--- src/rtl/plic_lite_pkg.sv ---
// Shared definitions for plic_lite: gateway state encoding, interrupt bus width
// and the word offsets of the memory-mapped registers.
package plic_lite_pkg;

    localparam int INT_BUS = 8;
    localparam logic [INT_BUS-1:0] INT_NONE = 8'h00;

    // Word index (byte offset >> 2); priorities occupy words 1..NUM_SRC
    localparam logic [5:0] REG_PENDING   = 6'h20;
    localparam logic [5:0] REG_ENABLE    = 6'h21;
    localparam logic [5:0] REG_TRIGGER   = 6'h22;
    localparam logic [5:0] REG_THRESHOLD = 6'h23;
    localparam logic [5:0] REG_CLAIM     = 6'h24;

    typedef enum logic [1:0] {
        GW_IDLE      = 2'd0,
        GW_PEND      = 2'd1,
        GW_SERV      = 2'd2,
        GW_SERV_PEND = 2'd3
    } gw_state_e;

endpackage

--- src/rtl/plic_lite_gateway.sv ---
// Per-source gateway: 2-flop synchronizer, rising-edge detect and the
// IDLE/PEND/SERV/SERV_PEND claim-complete state machine.
module plic_gateway
    import plic_lite_pkg::*;
(
    input  logic clk,
    input  logic rst_n,
    input  logic irq,
    input  logic edge_mode,
    input  logic claim,
    input  logic complete,
    output logic pend,
    output logic pend_bit
);

    logic      sync_q1, sync_q2, prev_q;
    logic      rise, trig, new_edge;
    gw_state_e state;

    assign rise     = sync_q2 & ~prev_q;
    assign trig     = edge_mode ? rise : sync_q2;
    // Only edge-mode sources can queue a second request while in service
    assign new_edge = edge_mode & rise;

    // NOTE: sequential state uses non-blocking assignments so every flop samples pre-edge values.
    always_ff @(posedge clk or negedge rst_n) begin
        if (!rst_n) begin
            sync_q1 <= 1'b0;
            sync_q2 <= 1'b0;
            prev_q  <= 1'b0;
            state   <= GW_IDLE;
        end else begin
            sync_q1 <= irq;
            sync_q2 <= sync_q1;
            prev_q  <= sync_q2;
            case (state)
                GW_IDLE:      if (trig) state <= GW_PEND;
                GW_PEND:      if (claim) state <= new_edge ? GW_SERV_PEND : GW_SERV;
                GW_SERV: begin
                    if (complete)      state <= new_edge ? GW_PEND : GW_IDLE;
                    else if (new_edge) state <= GW_SERV_PEND;
                end
                GW_SERV_PEND: if (complete) state <= GW_PEND;
                default:      state <= GW_IDLE;
            endcase
        end
    end

    assign pend     = (state == GW_PEND);
    assign pend_bit = (state == GW_PEND) || (state == GW_SERV_PEND);

endmodule

--- src/rtl/plic_lite.sv ---
// Platform-level interrupt arbiter: configuration registers, per-source gateways,
// priority arbitration and claim/complete bus decode.
module plic_lite
    import plic_lite_pkg::*;
#(
    parameter int NUM_SRC = 8,
    parameter int PRIO_W  = 3
) (
    input  logic               clk,
    input  logic               rst_n,
    input  logic [NUM_SRC-1:0] irq_src_i,
    input  logic               we_i,
    input  logic               re_i,
    input  logic [31:0]        addr_i,
    input  logic [31:0]        data_i,
    output logic [31:0]        rdata_o,
    output logic [INT_BUS-1:0] int_flag_o
);

    logic [5:0]         word;
    logic [PRIO_W-1:0]  prio [NUM_SRC];
    logic [NUM_SRC:1]   enable, trigger;
    logic [PRIO_W-1:0]  threshold;
    logic [INT_BUS-1:0] best_id, win_id;
    logic [PRIO_W-1:0]  win_prio;
    logic [31:0]        rd_val;
    logic               claim_hit, comp_hit;
    logic [NUM_SRC-1:0] gw_pend, gw_pend_bit, gw_claim, gw_complete;
    logic               unused_bits;

    assign word        = addr_i[7:2];
    assign claim_hit   = re_i && (word == REG_CLAIM) && (best_id != INT_NONE);
    assign comp_hit    = we_i && (word == REG_CLAIM);
    assign unused_bits = ^{addr_i[31:8], addr_i[1:0], data_i};

    for (genvar gi = 0; gi < NUM_SRC; gi++) begin : g_src
        assign gw_claim[gi]    = claim_hit && (best_id == INT_BUS'(gi + 1));
        assign gw_complete[gi] = comp_hit && (data_i[INT_BUS-1:0] == INT_BUS'(gi + 1));

        plic_gateway u_gateway (
            .clk       (clk),
            .rst_n     (rst_n),
            .irq       (irq_src_i[gi]),
            .edge_mode (trigger[gi+1]),
            .claim     (gw_claim[gi]),
            .complete  (gw_complete[gi]),
            .pend      (gw_pend[gi]),
            .pend_bit  (gw_pend_bit[gi])
        );
    end

    // Strict '>' while scanning upward keeps the lowest ID on a priority tie
    always_comb begin
        // NOTE: defaults first so no path through this block leaves a variable unassigned (no latch).
        win_id   = INT_NONE;
        win_prio = '0;
        for (int k = 0; k < NUM_SRC; k++) begin
            if (gw_pend[k] && enable[k+1] && (prio[k] != '0) &&
                (prio[k] > threshold) && (prio[k] > win_prio)) begin
                win_id   = INT_BUS'(k + 1);
                win_prio = prio[k];
            end
        end
    end

    always_comb begin
        rd_val = '0;
        case (word)
            REG_PENDING:   rd_val = 32'({gw_pend_bit, 1'b0});
            REG_ENABLE:    rd_val = 32'({enable, 1'b0});
            REG_TRIGGER:   rd_val = 32'({trigger, 1'b0});
            REG_THRESHOLD: rd_val = 32'(threshold);
            REG_CLAIM:     rd_val = 32'(best_id);
            default: begin
                for (int k = 1; k <= NUM_SRC; k++) begin
                    if (word == 6'(k)) rd_val = 32'(prio[k-1]);
                end
            end
        endcase
    end

    always_ff @(posedge clk or negedge rst_n) begin
        if (!rst_n) begin
            // NOTE: the priority array is small configuration state that software expects at 0, so it is reset.
            for (int k = 0; k < NUM_SRC; k++) prio[k] <= '0;
            enable    <= '0;
            trigger   <= '0;
            threshold <= '0;
            best_id   <= INT_NONE;
            rdata_o   <= '0;
        end else begin
            best_id <= win_id;
            if (re_i) rdata_o <= rd_val;
            if (we_i) begin
                case (word)
                    REG_ENABLE:    enable    <= data_i[NUM_SRC:1];
                    REG_TRIGGER:   trigger   <= data_i[NUM_SRC:1];
                    REG_THRESHOLD: threshold <= data_i[PRIO_W-1:0];
                    default: begin
                        for (int k = 1; k <= NUM_SRC; k++) begin
                            if (word == 6'(k)) prio[k-1] <= data_i[PRIO_W-1:0];
                        end
                    end
                endcase
            end
        end
    end

    assign int_flag_o = best_id;

endmodule

--- config.mk ---
export PLATFORM = sky130hd
export DESIGN_NAME = plic_lite
export DESIGN_NICKNAME = d
export VERILOG_FILES = /design/src/rtl/plic_lite_pkg.sv /design/src/rtl/plic_lite_gateway.sv /design/src/rtl/plic_lite.sv
export SDC_FILE = /design/constraint.sdc
export NUM_CORES = 1
export LEC_CHECK = 0
export CAP_MARGIN = 20
export CORE_AREA = 2 2 101 142
export CTS_CLUSTER_SIZE = 28
export DETAILED_ROUTE_END_ITERATION = 8
export DIE_AREA = 0 0 103 144
export GPL_TIMING_DRIVEN = 0
export PLACE_DENSITY = 0.88
export SLEW_MARGIN = 20
export SYNTH_ARGS = -nofsm -noshare
export SYNTH_HDL_FRONTEND = slang
export SYNTH_SLANG_ARGS = --single-unit
--- constraint.sdc ---
create_clock -name clk -period 9.6 [get_ports clk]
set_clock_uncertainty 0.15 [all_clocks]
set_input_delay 2.4 -clock clk [delete_from_list [all_inputs] [get_ports clk]]
set_output_delay 2.4 -clock clk [all_outputs]
set_load 0.005 [all_outputs]
# Word level (Yosys, flattened, before mapping)
# Cells that the tools add are included.
[classes]
magnitude_cmp = 16
shifts = 0
n_mul = 0
div = 0
reduce_logical = 96
n_eq_ne = 85
add_sub_neg = 0
n_mux = 96
bitwise = 25
[op_table]
columns = ["op", "count"]
rows = [
  ["$mux 32", 7],
  ["$pmux 32 s5", 1],
  ["$mux 2", 41],
  ["$eq 8x3->1 const B", 8],
  ["$pmux 2 s4", 8],
  ["$logic_and 1x1->1", 51],
  ["$mux 8", 6],
  ["$ne 2x1->1 const B", 24],
  ["$gt 3x3->1", 15],
  ["$eq 2x2->1 const B", 16],
  ["$eq 8x2->1 const B", 4],
  ["$reduce_and 4->1", 8],
  ["$eq 6x6->1 const B", 5],
  ["$mux 1", 25],
  ["$eq 6x3->1 const B", 4],
  ["$mux 3", 8],
  ["$ne 3x1->1 const B", 8],
  ["$reduce_and 3->1", 8],
  ["$reduce_bool 3->1", 8],
  ["$and 1x1->1", 16],
  ["$eq 2x1->1 const B", 8],
  ["$eq 8x1->1 const B", 2],
  ["$eq 8x4->1 const B", 2],
  ["$logic_not 2->1", 8],
  ["other kinds (9)", 27],
]
[word_totals]
mem_bits_ro = 0
in_bits = 76
out_inout_bits = 40
mem_count = 0
mem_bits_rw = 0
latchBits = 0
regBits = 123
word_cells = 363

# Depth between registers and ports, before layout
# Gate-level depths: netlist of the first run.
[depth]
depth_word = 27
ltp_mapped = 48
mapped_depth_nobuf = 48

# By module
# Synthesis of the first run repeated with hierarchy kept, for this count alone.
[unflattened]
hier_cells = 665
hier_area_um2 = 6558.8
[modules_own_cells]
columns = ["mod", "cells_per_inst", "area_per_inst_um2", "seq_area_each_um2", "instances"]
rows = [
  ["plic_lite", 465, 4396.7, 1401.3, 1],
  ["plic_gateway", 25, 270.3, 125.1, 8],
]

# Least setup slack after synthesis of the first run
# OpenSTA, ideal clock, no wires.
[synth_timing]
path_kind = "reg-to-reg"
from = "reg threshold[1]"
to = "reg best_id[0] (netlist: int_flag_o[0])"
setup_time_ns = 0.138
arrival_ns = 8.725
path_stages_with_launch = 46
setup_slack_ns = 0.587
t_required_ns = 9.312
path_cell_list = "dfrtp_1 -> inv_1 -> ha_1 -> nor2b_1 -> o21a_1 -> o21ai_1 -> ha_1 -> a21oi_1 -> a22oi_4 -> nand2_2 -> mux2_2 -> ha_1 -> nand3_1 -> and3_4 -> and3_4 -> nor2_1 -> a21oi_1 -> ha_1 -> [... 10 more ...] -> mux2_4 -> ha_1 -> nor2_1 -> and3_1 -> a22o_1 -> nor2_4 -> mux2_4 -> ha_1 -> a31oi_1 -> nand4_1 -> nor3_1 -> inv_1 -> mux2_4 -> ha_1 -> a31oi_1 -> nand4_1 -> a221oi_1 -> nor2_1"
[synth_between]
elab_chain_cells = 25
elab_cells_between_ends = 46
[synth_rtl]
columns = ["element", "line", "rtl"]
rows = [
  ["from (decl)", "plic_lite.sv:23", "logic [PRIO_W-1:0] threshold;"],
  ["from (signal assigned)", "plic_lite.sv:98", "REG_THRESHOLD: threshold <= data_i[PRIO_W-1:0];"],
  ["$gt 3x3->1", "plic_lite.sv:59", "(prio[k] > threshold) && (prio[k] > win_prio)) begin"],
  ["$logic_and 1x1->1", "plic_lite.sv:58", "if (gw_pend[k] && enable[k+1] && (prio[k] != '0) &&"],
  ["$logic_and 1x1->1", "plic_lite.sv:59", ""],
  ["$mux 3", "plic_lite.sv:58", ""],
  ["$gt 3x3->1", "plic_lite.sv:59", ""],
  ["$logic_and 1x1->1", "plic_lite.sv:59", ""],
  ["$mux 3", "plic_lite.sv:58", ""],
  ["$gt 3x3->1", "plic_lite.sv:59", ""],
  ["[... 10 more ...]", "--", ""],
  ["$mux 3", "plic_lite.sv:58", ""],
  ["$gt 3x3->1", "plic_lite.sv:59", ""],
  ["$logic_and 1x1->1", "plic_lite.sv:59", ""],
  ["$mux 3", "plic_lite.sv:58", ""],
  ["$gt 3x3->1", "plic_lite.sv:59", ""],
  ["$logic_and 1x1->1", "plic_lite.sv:59", ""],
  ["$mux 8 *", "plic_lite.sv:58", ""],
  ["named net win_id[0]", "plic_lite.sv:24", "logic [INT_BUS-1:0] best_id, win_id;"],
  ["to (signal assigned)", "plic_lite.sv:92", "best_id <= win_id;"],
  ["to (decl)", "plic_lite.sv:24", ""],
]
# Mark *: on every way through the listed nets, which the timed path passes. The rest lies on a longest branch.
# A chain may end at the register's enable or synchronous reset.

# Worst setup path in the final report of the first run
[layout_timing]
from = "reg threshold[1]"
to = "reg best_id[1] (netlist: int_flag_o[1])"
# The elaborated chain is that of the path after synthesis.

==> results.json, run 1 <==
{
  "clkTransAtPathRegs_ps": 70,
  "start_kind": "flip-flop",
  "critPathMaxFanout": 5,
  "synth.area.top_cells": "dfrtp_1, ha_1, mux2_2",
  "tritoncts": "done",
  "grt-ovfl-total": 0,
  "rows": 51,
  "end_kind": "flip-flop",
  "cts_buffers": 9,
  "netlist_area_mm2": 0.006490,
  "synth_flop_cell": "dfrtp_1",
  "r2r_slack_ps": 250,
  "drive_gt1_share_pct": 21.27,
  "seq_area_frac_synth_pct": 37.02,
  "drt_iter0_markers": 546,
  "cp_slowest_cell": "dfrtp_1",
  "arrival_ps": 9420,
  "rsz0062_at_grt": "true",
  "firstDrtPassIters": 5,
  "clkPwrFrac_pct": 24.7,
  "synth-seq-cells": 96,
  "ys_types": 69,
  "n_fill_cell": 1092,
  "final_cell_area_mm2": 0.007863,
  "start_util_pct": 47.53,
  "clock-sinks": 96,
  "tightest_slew_ps": 1145,
  "path_class": "reg2reg",
  "viasPerCell": 5.981,
  "antenna_found_initial": 0,
  "power_switching_w": 0.0005784,
  "max_slew_margin_pct": 22.96,
  "period_share_pct": 97.39,
  "leakage_nw": 3.581,
  "die_h_um": 144,
  "placed_area_mm2": 0.007238,
  "hold_slack_ps": 203.3,
  "required_ps": 9670,
  "io_buffers": 39,
  "finalSetupViolCount": 0,
  "dieWidth_um": 103,
  "ios": 116,
  "maxSlewViolCount": 0,
  "hold_viol_final": 0,
  "grt_pass1_vias": 5527,
  "power_density_mw_per_mm2": 194.5,
  "outcome": "complete, no violations",
  "area_growth_pct": 21.15,
  "max_freq_mhz": 107.0,
  "cts-root-buf": "clkbuf_16",
  "synth_top_area_share_pct": 37.02,
  "wl_per_cell_um": 18.19,
  "die-area_mm2": 0.01483,
  "clockBufferDepth": 2,
  "instances_no_fill": 956,
  "slowest_delay_ps": 410,
  "power_w": 0.001529,
  "synth_area_leader_cell": "dfrtp_1",
  "routed_wl_mm": 17.39,
  "track_usage_pct": 23.71,
  "ir_worst_vdd_v": 0.0001053,
  "core_mm2": 0.01366,
  "drc": 0,
  "cts_max_level": 3,
  "sw_frac_of_total_pct": 37.83,
  "finalCriticalPeriod_ps": 9350,
  "synth_area_per_cell_um2": 9.730,
  "async_flop_share_pct": 100.0,
  "synth_edf_count": 0,
  "netlist_instances": 667,
  "pwr-share-comb_pct": 39.2,
  "grt_start_max_net_pins": 65,
  "n_antenna_cell": 0,
  "hold_path_class": "reg2reg",
  "grt_pass1_wl_mm": 27.25,
  "ant_nets": 0,
  "numPlacedInstances": 918,
  "clk_latency_ps": 350,
  "power_frac_seq_pct": 36.1,
  "cap_viol_max_count": 0,
  "finalWeightedCongestion": 0.9325,
  "power.internal_w": 0.0009505,
  "vias": 5718,
  "yosysWarnings": 0,
  "dp_hpwl_mm": 12.23,
  "fin_nets": 913
}
## registers in the layout, indices dropped and copies added, names as in the netlist
signal / flops
g_src.u_gateway.sync_q1: 8
int_flag_o: 4
trigger: 8
enable: 8
g_src.u_gateway.state: 16
rdata_o: 9
g_src.u_gateway.sync_q2: 8
threshold: 3
g_src.u_gateway.prev_q: 8
prio: 24
## synthesized netlist by cell type, drive strengths merged, types with 7 or more instances
| cell type | n |
|---|---|
| a21oi | 32 |
| a221oi | 8 |
| a22oi | 7 |
| a31oi | 8 |
| buf | 29 |
| clkbuf | 9 |
| dfrtp | 96 |
| ha | 71 |
| inv | 44 |
| mux2 | 43 |
| nand2 | 64 |
| nand2b | 12 |
| nand3 | 23 |
| nor2 | 49 |
| nor2b | 11 |
| nor3 | 10 |
| o211ai | 18 |
| o21a | 8 |
| o21ai | 45 |
## critical path, delay by kind of cell, from the launching register on
family	cells	cell delay [ps]
flip-flops	1	410
AO/OA/AOI/OAI	13	2500
buffers and inverters	3	270
multiplexers	5	1580
AND/OR/NAND/NOR	17	2140
adder cells (fa/ha/maj)	8	2160
## cells in the final DEF (no fill, tap or decap), types with 6 or more instances in the layout
cell	Yosys	final
nor3_1	10	8
inv_1	44	41
dfrtp_1	96	95
nor2_2	0	6
o21a_1	7	6
a221oi_1	8	7
mux2i_1	6	6
o211ai_1	17	17
mux2_2	39	38
a21oi_1	32	29
nor2b_1	11	11
buf_4	27	49
a31oi_1	8	8
o22ai_1	6	6
conb_1	1	27
ha_1	71	67
clkbuf_1	9	9
a22oi_1	6	6
nand3_1	22	20
nor2_1	48	42
nand2b_1	12	12
clkbuf_16	0	9
clkdlybuf4s50_1	0	38
nand2_1	60	60
o21ai_0	39	39
## through the flow
| stage | utilization (%) | setup TNS (ps) | setup slack (ps) |
|---|---|---|---|
| finish | 57.58 | 0 | 250.3 |
| detailed placement | 53.01 | -2586 | -680.1 |
| global placement | 52.79 | -1744 | -465.8 |
| global route | 57.58 | -447.6 | -152.0 |
| floorplan | - | 0 | 586.8 |
| CTS | 55.64 | 0 | 2.601 |
## area by class of cell
cell class | instances | area (µm²) | area share (%)
inverter | 44 | 172.7 | 2.196
buffer | 38 | 244.0 | 3.103
tap | 185 | 231.5 | 2.944
multi-input combinational | 515 | 3918 | 49.82
timing repair buffer | 62 | 584.3 | 7.432
clock buffer | 9 | 225.2 | 2.864
clock inverter | 7 | 83.83 | 1.066
sequential | 96 | 2404 | 30.57
## power by group through the flow
stage               sequential [W]  clock [W]  combinational (W)
floorplan                 0.000529          0           0.000408
global placement          0.000551          0           0.000518
detailed placement        0.000555          0           0.000543
CTS                       0.000549   0.000381           0.000561
global route              0.000560   0.000395           0.000671
finish                    0.000552   0.000377           0.000599
## routing by layer
| metal | wire length [µm] | track usage, % |
|---|---|---|
| met3 | 1317 | 4.060 |
| met5 | 0 | 0 |
| met1 | 6324 | 26.83 |
| met4 | 911 | 13.23 |
| met2 | 8840 | 41.56 |
## timing repair
action / in CTS / in global routing
pin swaps: 0 / 20
endpoints found under the hold margin: 0 / 0
resized for setup: 8 / 22
hold buffers: 0 / 0
gates cloned: 0 / 0
endpoints found under the setup margin: 4 / 4
setup buffers: 2 / 20
## path summary, 6_finish.rpt
path / start / endpoint / cells after the start
min in group asynchronous: rst_n / g_src[0].u_gateway.prev_q / 1
min: g_src[5].u_gateway.sync_q1 / g_src[5].u_gateway.sync_q2 / 0
min reg2reg: g_src[5].u_gateway.sync_q1 / g_src[5].u_gateway.sync_q2 / 0
max: threshold[1] / int_flag_o[1] / 46
max in group asynchronous: rst_n / prio[13] / 2
max reg2reg: threshold[1] / int_flag_o[1] / 46
## cells by family (layout without fill, tap and decap cells)
kind of cell,Yosys count,count (layout),share of synthesized area [%]
adder cells (fa/ha/maj),71,71,13.69
buffers and inverters,82,160,6.304
other,1,27,0.05778
flip-flops,96,96,37.02
multiplexers,53,53,10.01
AND/OR/NAND/NOR,202,202,15.64
AO/OA/AOI/OAI,162,162,17.29
Note: power is estimated with default switching activity, not from simulation.
==> inputs of run 2 (changes only) <==
--- a/config.mk
+++ b/config.mk
@@ -7,6 +7,7 @@
 export LEC_CHECK = 0
 export CAP_MARGIN = 20
 export CORE_AREA = 2 2 101 142
+export CTS_CLUSTER_DIAMETER = 200
 export CTS_CLUSTER_SIZE = 28
 export DETAILED_ROUTE_END_ITERATION = 8
 export DIE_AREA = 0 0 103 144
==> results of run 2 <==
Final layout, timing and power as in run 1 (identical DEF).
==> inputs of run 3 (changes only) <==
--- a/config.mk
+++ b/config.mk
@@ -6,14 +6,15 @@
 export NUM_CORES = 1
 export LEC_CHECK = 0
 export CAP_MARGIN = 20
-export CORE_AREA = 2 2 101 142
+export CORE_AREA = 2 2 97 146
 export CTS_CLUSTER_DIAMETER = 200
 export CTS_CLUSTER_SIZE = 28
 export DETAILED_ROUTE_END_ITERATION = 8
-export DIE_AREA = 0 0 103 144
+export DIE_AREA = 0 0 99 148
 export GPL_TIMING_DRIVEN = 0
 export PLACE_DENSITY = 0.88
 export SLEW_MARGIN = 20
 export SYNTH_ARGS = -nofsm -noshare
 export SYNTH_HDL_FRONTEND = slang
 export SYNTH_SLANG_ARGS = --single-unit
+export TNS_END_PERCENT = 100
==> run 3 against run 2 <==
  * Die area down 1.2%
  * Sequential power about the same
  * Clock power down 2%
  * Sequential share of layout area up 0.28 points
  * Fmax down 0.72%
  * Combinational power about the same
  * Utilization up 0.84 points
  * Via count down 1.0%
  * Highest routed layer unchanged
  * Count of clock-buffer cells in the layout unchanged
  * Critical path depth unchanged
  * Critical path type unchanged
==> results.json, run 3 (same netlist as run 1, synthesis figures left out) <==
{
  "outcome": "complete, no violations",
  "viasPerCell": 6.111,
  "placed_area_mm2": 0.007209,
  "n_fill_cell": 1041,
  "path_class": "reg2reg",
  "fin_util_pct": 58.41,
  "die_h_um": 148,
  "firstDrtPassIters": 7,
  "top_regs": "prio x24, g_src.u_gateway.state x16, rdata_o x9",
  "period_share_pct": 98.10,
  "start_kind": "flip-flop",
  "core_mm2": 0.01334,
  "grt-ovfl-total": 0,
  "antenna_found_initial": 0,
  "ir_worst_vdd_v": 0.00009908,
  "critPathMaxFanout": 4,
  "cts-root-buf": "clkbuf_16",
  "critPathCapture": "int_flag_o[3]",
  "tritoncts": "done",
  "track_usage_pct": 23.32,
  "dp_hpwl_mm": 12.44,
  "instances_no_fill": 926,
  "power_density_mw_per_mm2": 195.5,
  "io_buffers": 39,
  "dieWidth_um": 99,
  "cp_slowest_cell": "dfrtp_1",
  "layout_common_cells": "dfrtp_1, ha_1, nand2_1",
  "r2r_end": "int_flag_o[3]",
  "hold_viol_final": 0,
  "r2r.worst_path.cells": 46,
  "cts_buffers": 9,
  "fin_nets": 906,
  "clk_latency_ps": 360,
  "r2r_start": "threshold[1]",
  "grt_pass1_wl_mm": 27.21,
  "final_common_cell": "dfrtp_1",
  "final_cell_area_mm2": 0.007791,
  "n_antenna_cell": 0,
  "arrival_ps": 9570,
  "cap_viol_max_count": 0,
  "ios": 116,
  "hold_path_class": "reg2reg",
  "drt_iter0_markers": 530,
  "leakage_nw": 3.563,
  "area_growth_pct": 20.05,
  "finalWeightedCongestion": 0.9183,
  "regMostFlops": "prio",
  "max_freq_mhz": 106.2,
  "max_slew_margin_pct": 30.43,
  "routed_wl_mm": 17.25,
  "clock-sinks": 96,
  "cts_max_level": 3,
  "drive_gt1_share_pct": 20.55,
  "clockBufferDepth": 2,
  "largest_register_ffs": 24,
  "wl_per_cell_um": 18.63,
  "pre_cts_slack_ps": -734.0,
  "vias": 5659,
  "required_ps": 9750,
  "r2r_slack_ps": 180,
  "tightest_slew_ps": 1040,
  "grt_pass1_vias": 5560,
  "clkTransAtPathRegs_ps": 80,
  "cpMostUsedCell": "ha_1",
  "rows": 52,
  "grt_start_max_net_pins": 50,
  "drc": 0,
  "numPlacedInstances": 895,
  "fin_ws_ps": 182.3,
  "maxSlewViolCount": 0,
  "slowest_delay_ps": 390,
  "finalCriticalPeriod_ps": 9418,
  "startpoint": "threshold[1]",
  "die-area_mm2": 0.01465,
  "finalSetupViolCount": 0,
  "end_kind": "flip-flop",
  "start_util_pct": 48.66,
  "ant_nets": 0
}
-- run 3: critical path: cells and delay by family, from the launching register on --
kind	cells	cell delay, ps
buf+inv	4	440
mux	5	1600
flops	1	390
compound gates	12	2370
simple gates	17	2230
fa+ha+maj	8	2170
-- run 3: stage by stage --
stage	power [W]	hold slack, ps	TNS, ps
4_1_cts	0.001484	204.2	0
2_1_floorplan	0.0009363	181.2	0
6_report	0.001523	201.4	0
5_1_grt	0.001615	207.6	-595.9
3_5_place_dp	0.001100	186.4	-2796
3_3_place_gp	0.001067	181.7	-1848
-- run 3: worst min path at each step --
stage                               startpoint                    endpoint  slack (ps)  cells after the start
floorplan           g_src[0].u_gateway.sync_q1  g_src[0].u_gateway.sync_q2         180                      0
global placement    g_src[6].u_gateway.sync_q1  g_src[6].u_gateway.sync_q2         180                      0
detailed placement  g_src[0].u_gateway.sync_q1  g_src[0].u_gateway.sync_q2         190                      0
CTS                 g_src[0].u_gateway.sync_q1  g_src[0].u_gateway.sync_q2         200                      0
global route        g_src[1].u_gateway.sync_q1  g_src[1].u_gateway.sync_q2         210                      0
finish              g_src[0].u_gateway.sync_q1  g_src[0].u_gateway.sync_q2         200                      0
-- run 3: area by class of cell --
type                    instances  area, µm²  share of cell area, %
plain buffers                  38      244.0                  3.132
clock buffers                   9      225.2                  2.891
clock inverters                 7      81.33                  1.044
inverters                      44      172.7                  2.216
multi-input cells             515       3930                  50.44
flip-flops and latches         96       2404                  30.85
well taps                     162      202.7                  2.602
repair buffers                 55      531.8                  6.825
-- run 3: what timing repair did --
| action | 4_1_cts | 5_1_grt |
|---|---|---|
| pin swaps | 1 | 20 |
| gates resized for setup | 10 | 23 |
| setup buffers | 2 | 13 |
| hold buffers | 0 | 0 |
| endpoints found under the setup margin | 4 | 4 |
-- run 3: power by group --
group	internal, W	leakage, nW	switching (W)	total (W)
logic	0.000270	2.21	0.000333	0.000602
registers	0.000472	1.20	0.0000795	0.000551
clock network	0.000187	0.150	0.000183	0.000370
-- run 3: metal layers --
layer | vias to the layer above | track usage [%] | share of wire, %
met1 | 2737 | 25.90 | 36
met4 | 0 | 15.48 | 6.0
met3 | 80 | 3.830 | 6.7
met5 | - | 0 | 0
li1 | 2558 | - | -
met2 | 284 | 40.51 | 51
